==> config.mk <==
export PLATFORM = sky130hd
export DESIGN_NAME = pipe_hazard_ctrl_flat
export DESIGN_NICKNAME = d
export VERILOG_FILES = /design/src/rtl/pipe_hazard_ctrl_if.sv /design/src/rtl/pipe_hazard_ctrl.sv /design/src/flat_wrapper.sv
export SDC_FILE = /design/constraint.sdc
export NUM_CORES = 1
export LEC_CHECK = 0
export ABC_AREA = 1
export CAP_MARGIN = 25
export CELL_PAD_IN_SITES_DETAIL_PLACEMENT = 1
export CELL_PAD_IN_SITES_GLOBAL_PLACEMENT = 2
export CORE_AREA = 2 2 73 75
export CTS_CLUSTER_DIAMETER = 100
export DETAILED_ROUTE_END_ITERATION = 10
export DIE_AREA = 0 0 75 77
export PLACE_DENSITY = 0.9
export SLEW_MARGIN = 20
export SYNTH_ARGS = -nofsm -noshare
export SYNTH_HDL_FRONTEND = slang
export SYNTH_SLANG_ARGS = --single-unit
==> constraint.sdc <==
create_clock -name clk -period 1.4 [get_ports clk]
set_input_delay 0.28 -clock clk [delete_from_list [all_inputs] [get_ports clk]]
set_output_delay 0.28 -clock clk [all_outputs]
set_load 0.05 [all_outputs]
==> src/rtl/pipe_hazard_ctrl_if.sv <==
// Control bundle between the pipeline hazard sequencer and the 5-stage datapath.
// The datapath side is the master; the sequencer is the slave.
interface pipe_hazard_ctrl_if #(
  parameter int REG_AW = 3,
  parameter int CNT_W  = 16
);
  logic              halt_req;
  logic              mem_busy;
  logic              branch_taken;
  logic [REG_AW-1:0] id_rs1;
  logic [REG_AW-1:0] id_rs2;
  logic              id_use_rs1;
  logic              id_use_rs2;
  logic [REG_AW-1:0] ex_rd;
  logic              ex_wen;
  logic              ex_is_load;
  logic              pc_en;
  logic              if_id_en;
  logic              if_id_flush;
  logic              id_ex_en;
  logic              id_ex_flush;
  logic              ex_mem_en;
  logic              mem_wb_en;
  logic [3:0]        stage_valid;
  logic              halted;
  logic [CNT_W-1:0]  stall_cnt;
  logic [CNT_W-1:0]  flush_cnt;

  modport master (
    output halt_req, mem_busy, branch_taken,
    output id_rs1, id_rs2, id_use_rs1, id_use_rs2,
    output ex_rd, ex_wen, ex_is_load,
    input  pc_en, if_id_en, if_id_flush, id_ex_en, id_ex_flush,
    input  ex_mem_en, mem_wb_en, stage_valid, halted, stall_cnt, flush_cnt
  );

  modport slave (
    input  halt_req, mem_busy, branch_taken,
    input  id_rs1, id_rs2, id_use_rs1, id_use_rs2,
    input  ex_rd, ex_wen, ex_is_load,
    output pc_en, if_id_en, if_id_flush, id_ex_en, id_ex_flush,
    output ex_mem_en, mem_wb_en, stage_valid, halted, stall_cnt, flush_cnt
  );
endinterface

==> src/rtl/pipe_hazard_ctrl.sv <==
// Hazard/stall/flush sequencer with halt-drain FSM for a 5-stage pipe.
// Define PIPE_PERF_CNT_EN to build the saturating stall/flush performance counters.
module pipe_hazard_ctrl #(
  parameter int REG_AW = 3,
  parameter int CNT_W  = 16
) (
  input logic              clk,
  input logic              rst,
  pipe_hazard_ctrl_if.slave bus
);

  typedef enum logic [1:0] {
    ST_RUN    = 2'd0,
    ST_DRAIN  = 2'd1,
    ST_HALTED = 2'd2
  } state_t;

  state_t     state_q, state_d;
  logic [3:0] valid_q, valid_d;   // {v_wb, v_mem, v_ex, v_id}

  logic v_id, v_ex, fetch, frz, br, lu, rs1_hit, rs2_hit;
  logic pc_en, if_id_en, if_id_flush, id_ex_en, id_ex_flush, ex_mem_en, mem_wb_en;
  logic halted;

  assign v_id    = valid_q[0];
  assign v_ex    = valid_q[1];
  assign fetch   = (state_q == ST_RUN);
  assign frz     = bus.mem_busy;
  assign br      = bus.branch_taken & v_ex;
  assign rs1_hit = bus.id_use_rs1 & (bus.id_rs1 == bus.ex_rd);
  assign rs2_hit = bus.id_use_rs2 & (bus.id_rs2 == bus.ex_rd);
  // Register 0 reads as zero, so a load targeting it never creates a dependency.
  assign lu      = v_id & v_ex & bus.ex_is_load & bus.ex_wen &
                   (bus.ex_rd != REG_AW'(0)) & (rs1_hit | rs2_hit);

  always_ff @(posedge clk) begin
    if (rst) begin
      state_q <= ST_RUN;
      valid_q <= 4'b0000;
    end else begin
      state_q <= state_d;
      valid_q <= valid_d;
    end
  end

  always_comb begin
    state_d = state_q;
    unique case (state_q)
      ST_RUN:    if (bus.halt_req) state_d = ST_DRAIN;
      ST_DRAIN: begin
        if (!bus.halt_req)                     state_d = ST_RUN;
        else if ((valid_q == 4'b0000) && !frz) state_d = ST_HALTED;
      end
      ST_HALTED: if (!bus.halt_req) state_d = ST_RUN;
      default:   state_d = ST_RUN;
    endcase
  end

  always_comb begin
    valid_d = valid_q;
    if (!frz) begin
      valid_d[3] = valid_q[2];
      valid_d[2] = valid_q[1];
      if (br) begin
        valid_d[1] = 1'b0;
        valid_d[0] = 1'b0;
      end else if (lu) begin
        valid_d[1] = 1'b0;
        valid_d[0] = valid_q[0];
      end else begin
        valid_d[1] = valid_q[0];
        valid_d[0] = fetch;
      end
    end
  end

  always_comb begin
    pc_en       = 1'b0;
    if_id_en    = 1'b0;
    if_id_flush = 1'b0;
    id_ex_en    = 1'b0;
    id_ex_flush = 1'b0;
    ex_mem_en   = 1'b0;
    mem_wb_en   = 1'b0;
    if (rst) begin
      if_id_flush = 1'b1;
      id_ex_flush = 1'b1;
    end else if (frz) begin
      pc_en = 1'b0;
    end else if (br) begin
      pc_en       = fetch;
      if_id_en    = 1'b1;
      if_id_flush = 1'b1;
      id_ex_en    = 1'b1;
      id_ex_flush = 1'b1;
      ex_mem_en   = 1'b1;
      mem_wb_en   = 1'b1;
    end else if (lu) begin
      id_ex_en    = 1'b1;
      id_ex_flush = 1'b1;
      ex_mem_en   = 1'b1;
      mem_wb_en   = 1'b1;
    end else begin
      // Outside RUN the PC stays put and NOPs are clocked into IF/ID.
      pc_en       = fetch;
      if_id_en    = 1'b1;
      if_id_flush = ~fetch;
      id_ex_en    = 1'b1;
      ex_mem_en   = 1'b1;
      mem_wb_en   = 1'b1;
    end
  end

  assign halted = ~rst & (state_q == ST_HALTED);

  assign bus.pc_en       = pc_en;
  assign bus.if_id_en    = if_id_en;
  assign bus.if_id_flush = if_id_flush;
  assign bus.id_ex_en    = id_ex_en;
  assign bus.id_ex_flush = id_ex_flush;
  assign bus.ex_mem_en   = ex_mem_en;
  assign bus.mem_wb_en   = mem_wb_en;
  assign bus.stage_valid = valid_q;
  assign bus.halted      = halted;

`ifdef PIPE_PERF_CNT_EN
  logic [CNT_W-1:0] stall_cnt_q, stall_cnt_d;
  logic [CNT_W-1:0] flush_cnt_q, flush_cnt_d;

  always_comb begin
    stall_cnt_d = stall_cnt_q;
    flush_cnt_d = flush_cnt_q;
    if (fetch && !pc_en && !(&stall_cnt_q)) stall_cnt_d = stall_cnt_q + CNT_W'(1);
    if (br && !frz && !(&flush_cnt_q))      flush_cnt_d = flush_cnt_q + CNT_W'(1);
  end

  always_ff @(posedge clk) begin
    if (rst) begin
      stall_cnt_q <= {CNT_W{1'b0}};
      flush_cnt_q <= {CNT_W{1'b0}};
    end else begin
      stall_cnt_q <= stall_cnt_d;
      flush_cnt_q <= flush_cnt_d;
    end
  end

  assign bus.stall_cnt = stall_cnt_q;
  assign bus.flush_cnt = flush_cnt_q;
`else
  assign bus.stall_cnt = {CNT_W{1'b0}};
  assign bus.flush_cnt = {CNT_W{1'b0}};
`endif

endmodule
==> src/flat_wrapper.sv <==
// flat-port wrapper written by rule: the top's interface ports become plain ports
module pipe_hazard_ctrl_flat 
#(
  parameter int REG_AW = 3,
  parameter int CNT_W  = 16
)
  (clk, rst, bus_halt_req, bus_mem_busy, bus_branch_taken, bus_id_rs1, bus_id_rs2, bus_id_use_rs1, bus_id_use_rs2, bus_ex_rd, bus_ex_wen, bus_ex_is_load, bus_pc_en, bus_if_id_en, bus_if_id_flush, bus_id_ex_en, bus_id_ex_flush, bus_ex_mem_en, bus_mem_wb_en, bus_stage_valid, bus_halted, bus_stall_cnt, bus_flush_cnt);
  pipe_hazard_ctrl_if #(.REG_AW(REG_AW), .CNT_W(CNT_W)) bus_i ();
  input logic clk;
  input logic rst;
  input wire logic [$bits(bus_i.halt_req)-1:0] bus_halt_req;
  input wire logic [$bits(bus_i.mem_busy)-1:0] bus_mem_busy;
  input wire logic [$bits(bus_i.branch_taken)-1:0] bus_branch_taken;
  input wire logic [$bits(bus_i.id_rs1)-1:0] bus_id_rs1;
  input wire logic [$bits(bus_i.id_rs2)-1:0] bus_id_rs2;
  input wire logic [$bits(bus_i.id_use_rs1)-1:0] bus_id_use_rs1;
  input wire logic [$bits(bus_i.id_use_rs2)-1:0] bus_id_use_rs2;
  input wire logic [$bits(bus_i.ex_rd)-1:0] bus_ex_rd;
  input wire logic [$bits(bus_i.ex_wen)-1:0] bus_ex_wen;
  input wire logic [$bits(bus_i.ex_is_load)-1:0] bus_ex_is_load;
  output wire logic [$bits(bus_i.pc_en)-1:0] bus_pc_en;
  output wire logic [$bits(bus_i.if_id_en)-1:0] bus_if_id_en;
  output wire logic [$bits(bus_i.if_id_flush)-1:0] bus_if_id_flush;
  output wire logic [$bits(bus_i.id_ex_en)-1:0] bus_id_ex_en;
  output wire logic [$bits(bus_i.id_ex_flush)-1:0] bus_id_ex_flush;
  output wire logic [$bits(bus_i.ex_mem_en)-1:0] bus_ex_mem_en;
  output wire logic [$bits(bus_i.mem_wb_en)-1:0] bus_mem_wb_en;
  output wire logic [$bits(bus_i.stage_valid)-1:0] bus_stage_valid;
  output wire logic [$bits(bus_i.halted)-1:0] bus_halted;
  output wire logic [$bits(bus_i.stall_cnt)-1:0] bus_stall_cnt;
  output wire logic [$bits(bus_i.flush_cnt)-1:0] bus_flush_cnt;
  assign bus_i.halt_req = bus_halt_req;
  assign bus_i.mem_busy = bus_mem_busy;
  assign bus_i.branch_taken = bus_branch_taken;
  assign bus_i.id_rs1 = bus_id_rs1;
  assign bus_i.id_rs2 = bus_id_rs2;
  assign bus_i.id_use_rs1 = bus_id_use_rs1;
  assign bus_i.id_use_rs2 = bus_id_use_rs2;
  assign bus_i.ex_rd = bus_ex_rd;
  assign bus_i.ex_wen = bus_ex_wen;
  assign bus_i.ex_is_load = bus_ex_is_load;
  assign bus_pc_en = bus_i.pc_en;
  assign bus_if_id_en = bus_i.if_id_en;
  assign bus_if_id_flush = bus_i.if_id_flush;
  assign bus_id_ex_en = bus_i.id_ex_en;
  assign bus_id_ex_flush = bus_i.id_ex_flush;
  assign bus_ex_mem_en = bus_i.ex_mem_en;
  assign bus_mem_wb_en = bus_i.mem_wb_en;
  assign bus_stage_valid = bus_i.stage_valid;
  assign bus_halted = bus_i.halted;
  assign bus_stall_cnt = bus_i.stall_cnt;
  assign bus_flush_cnt = bus_i.flush_cnt;
  pipe_hazard_ctrl #(.REG_AW(REG_AW), .CNT_W(CNT_W)) u_core (.clk(clk), .rst(rst), .bus(bus_i));
endmodule
# --- Word-level counts from Yosys, hierarchy flattened ---
# Cells that the tools add are included.
totals:
  register_bits: 6
  input_bits: 18
  wordCells: 56
classes:
  eq_ne: 8
  n_mux: 25
  n_bitwise: 13
  n_reduce_logical: 7
op_table:
  columns: ["operator", "count"]
  rows:
  - ["$mux W1", 18]
  - ["$mux W2", 6]
  - ["$and A1 B1 Y1", 9]
  - ["$eq A3 B3 Y1", 2]
  - ["$pmux W2 S3", 1]
  - ["$logic_not A4 Y1", 1]
  - ["$ne A2 B2 Y1 const B", 2]
  - ["$ne A3 B2 Y1 const B", 1]
  - ["$not A1 Y1", 3]
  - ["$reduce_and A3 Y1", 1]
  - ["$reduce_bool A3 Y1", 1]
  - ["$eq A2 B1 Y1 const B", 1]
  - ["$eq A2 B2 Y1 const B", 1]
  - ["$logic_not A2 Y1", 1]
  - ["$ne A2 B1 Y1 const B", 1]
  - ["$reduce_and A2 Y1", 1]
  - ["$logic_and A1 B1 Y1", 1]
  - ["$logic_not A1 Y1", 1]
  - ["$or A1 B1 Y1", 1]

# --- Longest topological paths before layout ---
# Gate-level depths: netlist of the first run.
logic_depth:
  word_depth: 9
  ltp_mapped: 10
  ltp_nobuf: 10

# --- Worst setup path before layout of the first run ---
# No wires, ideal clock.
synth_path:
  path_type: "input -> output"
  start: "input port bus_mem_busy"
  end: "output port bus_pc_en"
  t_arrival_ns: 1.898
  required_time_ns: 1.120
  setup_slack_ns: -0.778
  stages: 3
  cell_sequence: "nor2_1 > nand2_1 > nor2_1"
synth_via:
  elab_chain_cells: 2
synth_rtl:
  columns: ["item", "line", "rtl"]
  rows:
  - ["start, declared", "flat_wrapper.sv:12", "input wire logic [$bits(bus_i.mem_busy)-1:0] bus_mem_busy;"]
  - ["$mux W1", "pipe_hazard_ctrl.sv:88", "end else if (frz) begin"]
  - ["$mux W1", "pipe_hazard_ctrl.sv:85", "if (rst) begin"]
  - ["end, declared", "flat_wrapper.sv:21", "output wire logic [$bits(bus_i.pc_en)-1:0] bus_pc_en;"]
# Every way passes these cells.

# --- Worst setup path after layout of the first run ---
layout_path:
  start: "register u_core.valid_q[0], in the netlist u_core.bus.stage_valid[0]"
  end: "output port bus_id_ex_flush"
layout_via:
  elab_chain_cells: 9
layout_rtl:
  columns: ["item", "line", "rtl"]
  rows:
  - ["start, declared", "pipe_hazard_ctrl.sv:19", "logic [3:0] valid_q, valid_d;"]
  - ["start signal, assigned", "pipe_hazard_ctrl.sv:42", "valid_q <= valid_d;"]
  - ["$and A1 B1 Y1 (4 in a row)", "pipe_hazard_ctrl.sv:33", "assign lu = v_id & v_ex & bus.ex_is_load & bus.ex_wen &"]
  - ["$and A1 B1 Y1", "pipe_hazard_ctrl.sv:34", "(bus.ex_rd != REG_AW'(0)) & (rs1_hit | rs2_hit);"]
  - ["$mux W1", "pipe_hazard_ctrl.sv:98", "end else if (lu) begin"]
  - ["$mux W1", "pipe_hazard_ctrl.sv:90", "end else if (br) begin"]
  - ["$mux W1", "pipe_hazard_ctrl.sv:88", null]
  - ["$mux W1", "pipe_hazard_ctrl.sv:85", null]
  - ["end, declared", "flat_wrapper.sv:25", "output wire logic [$bits(bus_i.id_ex_flush)-1:0] bus_id_ex_flush;"]
# Every way passes these cells.

==> flow_summary.json, run 1 <==
{
  "wirelength_um": 2120,
  "fp.dieW_um": 75,
  "synth_enable_flop_cells": 0,
  "grt_overflow": 0,
  "synthTopCellsByCount": "buf_4, nand2_1, inv_1, nor2_1, dfxtp_1",
  "grt_pass1_wl_um": 3260,
  "ys_async_sr_fraction": 0,
  "insertedDiodeCount": 0,
  "multi_input_area_um2": 472,
  "path_class": "flip-flop to output pin",
  "hold_class": "flip-flop to flip-flop",
  "startpoint_type": "flip-flop",
  "antenna_found_initial": 0,
  "drt_iter0_markers": 20,
  "final_layout_size_suffix_gt1_frac": 0.402,
  "die_y_um": 77,
  "p_sw_mw": 0.457,
  "cts_max_path_buffers": 2,
  "r2r_start": "u_core.bus.stage_valid[0]",
  "root_buffer": "clkbuf_8",
  "die_area_um2": 5780,
  "yosysWarnings": 0,
  "rsz0062_at_grt": "yes",
  "synth_top_area_frac": 0.355,
  "dp_slack_ps": -530,
  "synthCells": 121,
  "ant_nets": 0,
  "dp.cells": 224,
  "drcViolationCount": 0,
  "maxCapViolCount": 0,
  "row_count": 26,
  "dp_hpwl_um": 1660,
  "skew_ps": 4.18,
  "synth.avg_cell_area_um2": 5.95,
  "critPathCaptureType": "output pin",
  "synth_area_leader_cell": "buf_4",
  "clock_latency_ps": 230,
  "vias_per_cell": 3.33,
  "first_pass_iters": 2,
  "wl_per_cell_um": 9.06,
  "max_freq_ghz": 0.642,
  "clkTransAtPathRegs_ps": 40,
  "violations": "negative setup slack",
  "slew_violations": 0,
  "syn_area_um2": 719,
  "setup_viol": 4,
  "vias": 780,
  "timing.rr.end": "u_core.bus.stage_valid[0]",
  "p_clk_frac": 0.280,
  "setup_tns_ps": -432,
  "numCtsBuffers": 3,
  "ys_ff_latch": 6,
  "ir_drop_v": 0.000308,
  "fin_ws_ps": -158,
  "hp-start": "u_core.state_q[0]",
  "comb_power_share": 0.527,
  "nFillCells": 625,
  "cts_tree": "done",
  "leakage_nw": 0.669,
  "cp.arrival_ps": 1280,
  "core_um2": 4980,
  "power_density_nw_per_um2": 773,
  "seq_area_um2": 128,
  "syn2layout_area_growth_pct": 78.3,
  "final_nets": 183,
  "clkSinkCount": 6,
  "fin_crit_ps": 1560,
  "hold_violations": 0,
  "grt_max_degree": 7,
  "reg2regPathDepth": 9,
  "gr-usage-all-layers": 0.0723,
  "synth_top_flop_cell": "dfxtp_1",
  "hold_depth": 2,
  "place.gp.congestion": 0.741,
  "required_ps": 1120,
  "yosysMostFrequentCell": "buf_4",
  "htree_levels": 1,
  "holdBufCountCts": 0,
  "start_util": 0.145,
  "first_global_vias": 758,
  "ys_top_cells_by_area": "buf_4, dfxtp_1, nand2_1, inv_1, nor2_1",
  "io_pins": 62,
  "yosysSeqAreaShare": 0.167,
  "port_buffers": 29,
  "synth_cell_type_count": 18,
  "final_cells": 234,
  "crit_path_max_fanout": 2,
  "post-route-util": 0.258,
  "run_status": "finished with violations",
  "p_int_mw": 0.533,
  "switching_share": 0.462,
  "min_to": "u_core.state_q[1]",
  "finalCritPeriodShare": 1.11,
  "seqPwrFrac": 0.193,
  "ff2ff_setup_slack_ps": 210
}
==> kinds of logic (layout without fill, tap and decap cells) <==
| kind of cell | count (synthesis) | after routing | synth area share |
|---|---|---|---|
| compound gates | 9 | 9 | 0.0748 |
| flops | 6 | 6 | 0.167 |
| buf+inv | 53 | 65 | 0.454 |
| simple gates | 52 | 52 | 0.299 |
| other cells | 1 | 32 | 0.00521 |
==> state kept, by name (all words and copies together), names as in the netlist <==
signal                  flops
u_core.bus.stage_valid      4
u_core.state_q              2
==> worst max-delay path: stages (launching register included) <==
cell,delay [ps]
dfxtp_4,330
nand2_2,40
nor2_1,70
o21ai_1,80
inv_2,90
nand2_2,80
nand2_2,80
nand2_2,80
nand2_4,70
buf_12,130
==> repair_timing <==
item / CTS / global route
pin swaps: 21 / 15
buffers inserted: 3 / 3
resized for setup: 48 / 20
setup endpoints to repair: 9 / 7
==> stage by stage <==
stage               hold slack (ps)  instance area (µm²)  power [mW]
floorplan                       358                  868       0.592
finish                          533                 1280       0.991
global route                    558                 1280        1.04
detailed placement              534                 1160       0.701
global placement                510                 1160       0.697
CTS                             540                 1240       0.981
==> cell type report <==
type,instances,area share
multi-input combinational,93,0.368
tap,70,0.0683
clock buffer,4,0.0351
timing repair buffer,42,0.370
inverter,19,0.0595
sequential,6,0.0995
==> layer usage <==
metal / vias up / track usage / share of wire
met5: - / 0 / 0
met1: 347 / 0.0708 / 0.32
li1: 386 / - / -
met3: 8 / 0.0145 / 0.071
met2: 39 / 0.136 / 0.57
met4: 0 / 0.0375 / 0.035
==> placed cells by master, fill, tap and decap left out, drive strengths merged <==
master | netlist | final
nand4 | 2 | 2
clkdlybuf4s15 | 0 | 1
nor3 | 1 | 1
a21oi | 3 | 3
o31ai | 1 | 1
conb | 1 | 32
clkdlybuf4s50 | 0 | 1
o2111ai | 1 | 1
dlygate4sd2 | 0 | 6
nand3 | 3 | 3
clkbuf | 0 | 7
nand2 | 34 | 34
nor2 | 12 | 12
o21ai | 3 | 3
dfxtp | 6 | 6
buf | 34 | 31
a211oi | 1 | 1
inv | 19 | 19
==> how the worst max path moves through the flow <==
stage | start | endpoint
5_1_grt | u_core.bus.stage_valid[0] | bus_id_ex_flush
2_1_floorplan | u_core.bus.stage_valid[1] | bus_pc_en
3_3_place_gp | bus_ex_rd[1] | bus_id_ex_flush
3_5_place_dp | bus_ex_rd[1] | bus_id_ex_flush
4_1_cts | u_core.bus.stage_valid[0] | bus_id_ex_flush
6_report | u_core.bus.stage_valid[0] | bus_id_ex_flush
==> power groups by stage <==
stage | combinational, mW | sequential, mW | clock, mW
floorplan | 0.371 | 0.221 | 0
global placement | 0.503 | 0.193 | 0
detailed placement | 0.507 | 0.193 | 0
CTS | 0.507 | 0.191 | 0.282
global route | 0.550 | 0.193 | 0.296
finish | 0.522 | 0.191 | 0.278
(Power assumes the default switching activity.)
==> run 2: changes to the inputs <==
--- a/config.mk
+++ b/config.mk
@@ -14,7 +14,6 @@
 export DETAILED_ROUTE_END_ITERATION = 10
 export DIE_AREA = 0 0 75 77
 export PLACE_DENSITY = 0.9
-export SLEW_MARGIN = 20
 export SYNTH_ARGS = -nofsm -noshare
 export SYNTH_HDL_FRONTEND = slang
 export SYNTH_SLANG_ARGS = --single-unit
==> results of run 2 <==
Final layout, timing and power as in run 1 (identical DEF).
==> run 3: changes to the inputs <==
--- a/config.mk
+++ b/config.mk
@@ -13,7 +13,7 @@
 export CTS_CLUSTER_DIAMETER = 100
 export DETAILED_ROUTE_END_ITERATION = 10
 export DIE_AREA = 0 0 75 77
-export PLACE_DENSITY = 0.9
+export PLACE_DENSITY_LB_ADDON = 0.1
 export SYNTH_ARGS = -nofsm -noshare
 export SYNTH_HDL_FRONTEND = slang
 export SYNTH_SLANG_ARGS = --single-unit
==> run 3 against run 2 <==
Cell area up 1.5%. Worst hold slack worse by 20 ps. Global-route usage about the same. First-iteration DRC count down 50%. Cell count up 2.6%. Combinational power about the same. Via count up 1.3%. Critical endpoint unchanged. The flow still finishes with violations (negative setup slack). Non-clock buffer count up 6. Critical path depth unchanged. Routed wire length up 0.99%. Sequential power about the same.
==> flow_summary.json, run 3 (synthesis results as in run 1) <==
{
  "setup.worst_path.start": "u_core.bus.stage_valid[1]",
  "place.gp.congestion": 0.688,
  "final_layout_size_suffix_gt1_frac": 0.406,
  "setup_viol": 5,
  "drt_iter0_markers": 10,
  "dp.cells": 228,
  "post-route-util": 0.261,
  "holdBufCountCts": 0,
  "start_util": 0.145,
  "row_count": 26,
  "die_y_um": 77,
  "cpPeakStageDelay_ps": 340,
  "timing.rr.end": "u_core.bus.stage_valid[0]",
  "first_pass_iters": 3,
  "hp-start": "u_core.bus.stage_valid[3]",
  "fin_ws_ps": -112,
  "clock_latency_ps": 220,
  "grt-busiest-layer": "met2",
  "max_freq_ghz": 0.662,
  "slew_violations": 0,
  "fp.dieW_um": 75,
  "numCtsBuffers": 3,
  "path_buf_inv": 2,
  "place_area_um2": 1190,
  "path_class": "flip-flop to output pin",
  "critPathCaptureType": "output pin",
  "largest_reg_flops": 4,
  "path_depth": 9,
  "root_buffer": "clkbuf_8",
  "r2r_start": "u_core.bus.stage_valid[1]",
  "cts_max_path_buffers": 2,
  "hold_class": "flip-flop to flip-flop",
  "core_um2": 4980,
  "required_ps": 1120,
  "finalPower_mw": 0.991,
  "htree_levels": 1,
  "first_global_vias": 739,
  "wirelength_um": 2140,
  "reg2regPathDepth": 11,
  "grt_max_degree": 6,
  "ir_drop_v": 0.000273,
  "crit_path_max_fanout": 2,
  "ant_nets": 0,
  "run_status": "finished with violations",
  "layout_common_cells": "conb_1, nand2_1, buf_4",
  "startpoint_type": "flip-flop",
  "worst_path_most_repeated_cell": "nand2_2",
  "cts_tree": "done",
  "syn2layout_area_growth_pct": 80.9,
  "drcViolationCount": 0,
  "clkSinkCount": 6,
  "maxCapViolCount": 0,
  "io_pins": 62,
  "finish.instance_area_um2": 1300,
  "grt_overflow": 0,
  "antenna_found_initial": 0,
  "vias_per_cell": 3.29,
  "met3_usage": 0.0184,
  "critical-path-top-delay-family": "simple AND/OR/NAND/NOR gates",
  "hold_violations": 0,
  "cp.arrival_ps": 1230,
  "cp-endpoint": "bus_id_ex_flush",
  "port_buffers": 29,
  "critPathSlowestCell": "dfxtp_4",
  "gr-usage-met1": 0.0867,
  "crit_path_cell_trace": "nand2_2, nor2_2, o21ai_1, inv_2, nand2_2, nand2_2, nand2_2, nand2_4, buf_12",
  "vias": 790,
  "met2_usage": 0.123,
  "final_nets": 189,
  "finalCritPeriodShare": 1.08,
  "gr-usage-all-layers": 0.0721,
  "leakage_nw": 0.689,
  "grt_pass1_wl_um": 3300,
  "die_area_um2": 5780,
  "dp_hpwl_um": 1800,
  "dp_slack_ps": -579,
  "final_common_cell": "conb_1",
  "wl_per_cell_um": 8.92,
  "insertedDiodeCount": 0,
  "final_cells": 240,
  "rsz0062_at_grt": "yes",
  "fin_crit_ps": 1510,
  "ff2ff_setup_slack_ps": -20,
  "clkTransAtPathRegs_ps": 40,
  "skew_ps": 3.15,
  "power_density_nw_per_um2": 762,
  "violations": "negative setup slack"
}
-- run 3: changes by cell type in the layout (fill, tap and decap cells not counted), sizes merged --
cell / change
buf: +5
clkbuf: +1
-- run 3: worst min path at each step --
| stage | endpoint | slack [ps] | depth (start not counted) |
|---|---|---|---|
| floorplan | u_core.bus.stage_valid[3] | 360 | 1 |
| global placement | u_core.bus.stage_valid[3] | 520 | 2 |
| detailed placement | u_core.bus.stage_valid[3] | 520 | 2 |
| CTS | u_core.bus.stage_valid[3] | 530 | 2 |
| global route | u_core.bus.stage_valid[3] | 550 | 2 |
| finish | u_core.bus.stage_valid[3] | 510 | 2 |
-- run 3: timing repair --
item | 4_1_cts | 5_1_grt
gates resized for setup | 46 | 13
setup endpoints to repair | 11 | 5
buffers inserted | 5 | 3
pin swaps | 19 | 11
-- run 3: cell type report --
cell class                      instances  area [µm²]
Tap cell                               70        87.6
Clock buffer                            4        45.0
Sequential cell                         6         128
Inverter                               19        76.3
Multi-Input combinational cell         93         462
Fill cell                             642        3680
Timing Repair Buffer                   48         503
-- run 3: power breakdown --
part	switching (mW)	leakage, nW	internal, mW
Combinational	0.365	0.616	0.155
Clock	0.0839	0.0228	0.197
Sequential	0.00925	0.0508	0.182
-- run 3: metal layers --
layer	up-vias	part of all wire
met4	0	0.0098
met5	-	0
met3	2	0.081
met1	356	0.42
li1	397	-
met2	35	0.49
-- run 3: worst reg2reg max path, cell delays in order, from the launching register on --
cell and delay (ps):
dfxtp_4 340, nand2_2 50, nor2_2 70, o21ai_1 70, inv_2 80, nand2_2 70, buf_4 130, buf_4 120
buf_4 120, buf_4 120, nand4_1 80, nand2_1 60
-- run 3: per-stage QoR --
step           hold WS, ps  setup TNS (ps)
2_1_floorplan          358           -97.6
3_3_place_gp           517           -3870
3_5_place_dp           521           -3820
4_1_cts                527            -694
5_1_grt                549            -798
6_report               513            -390
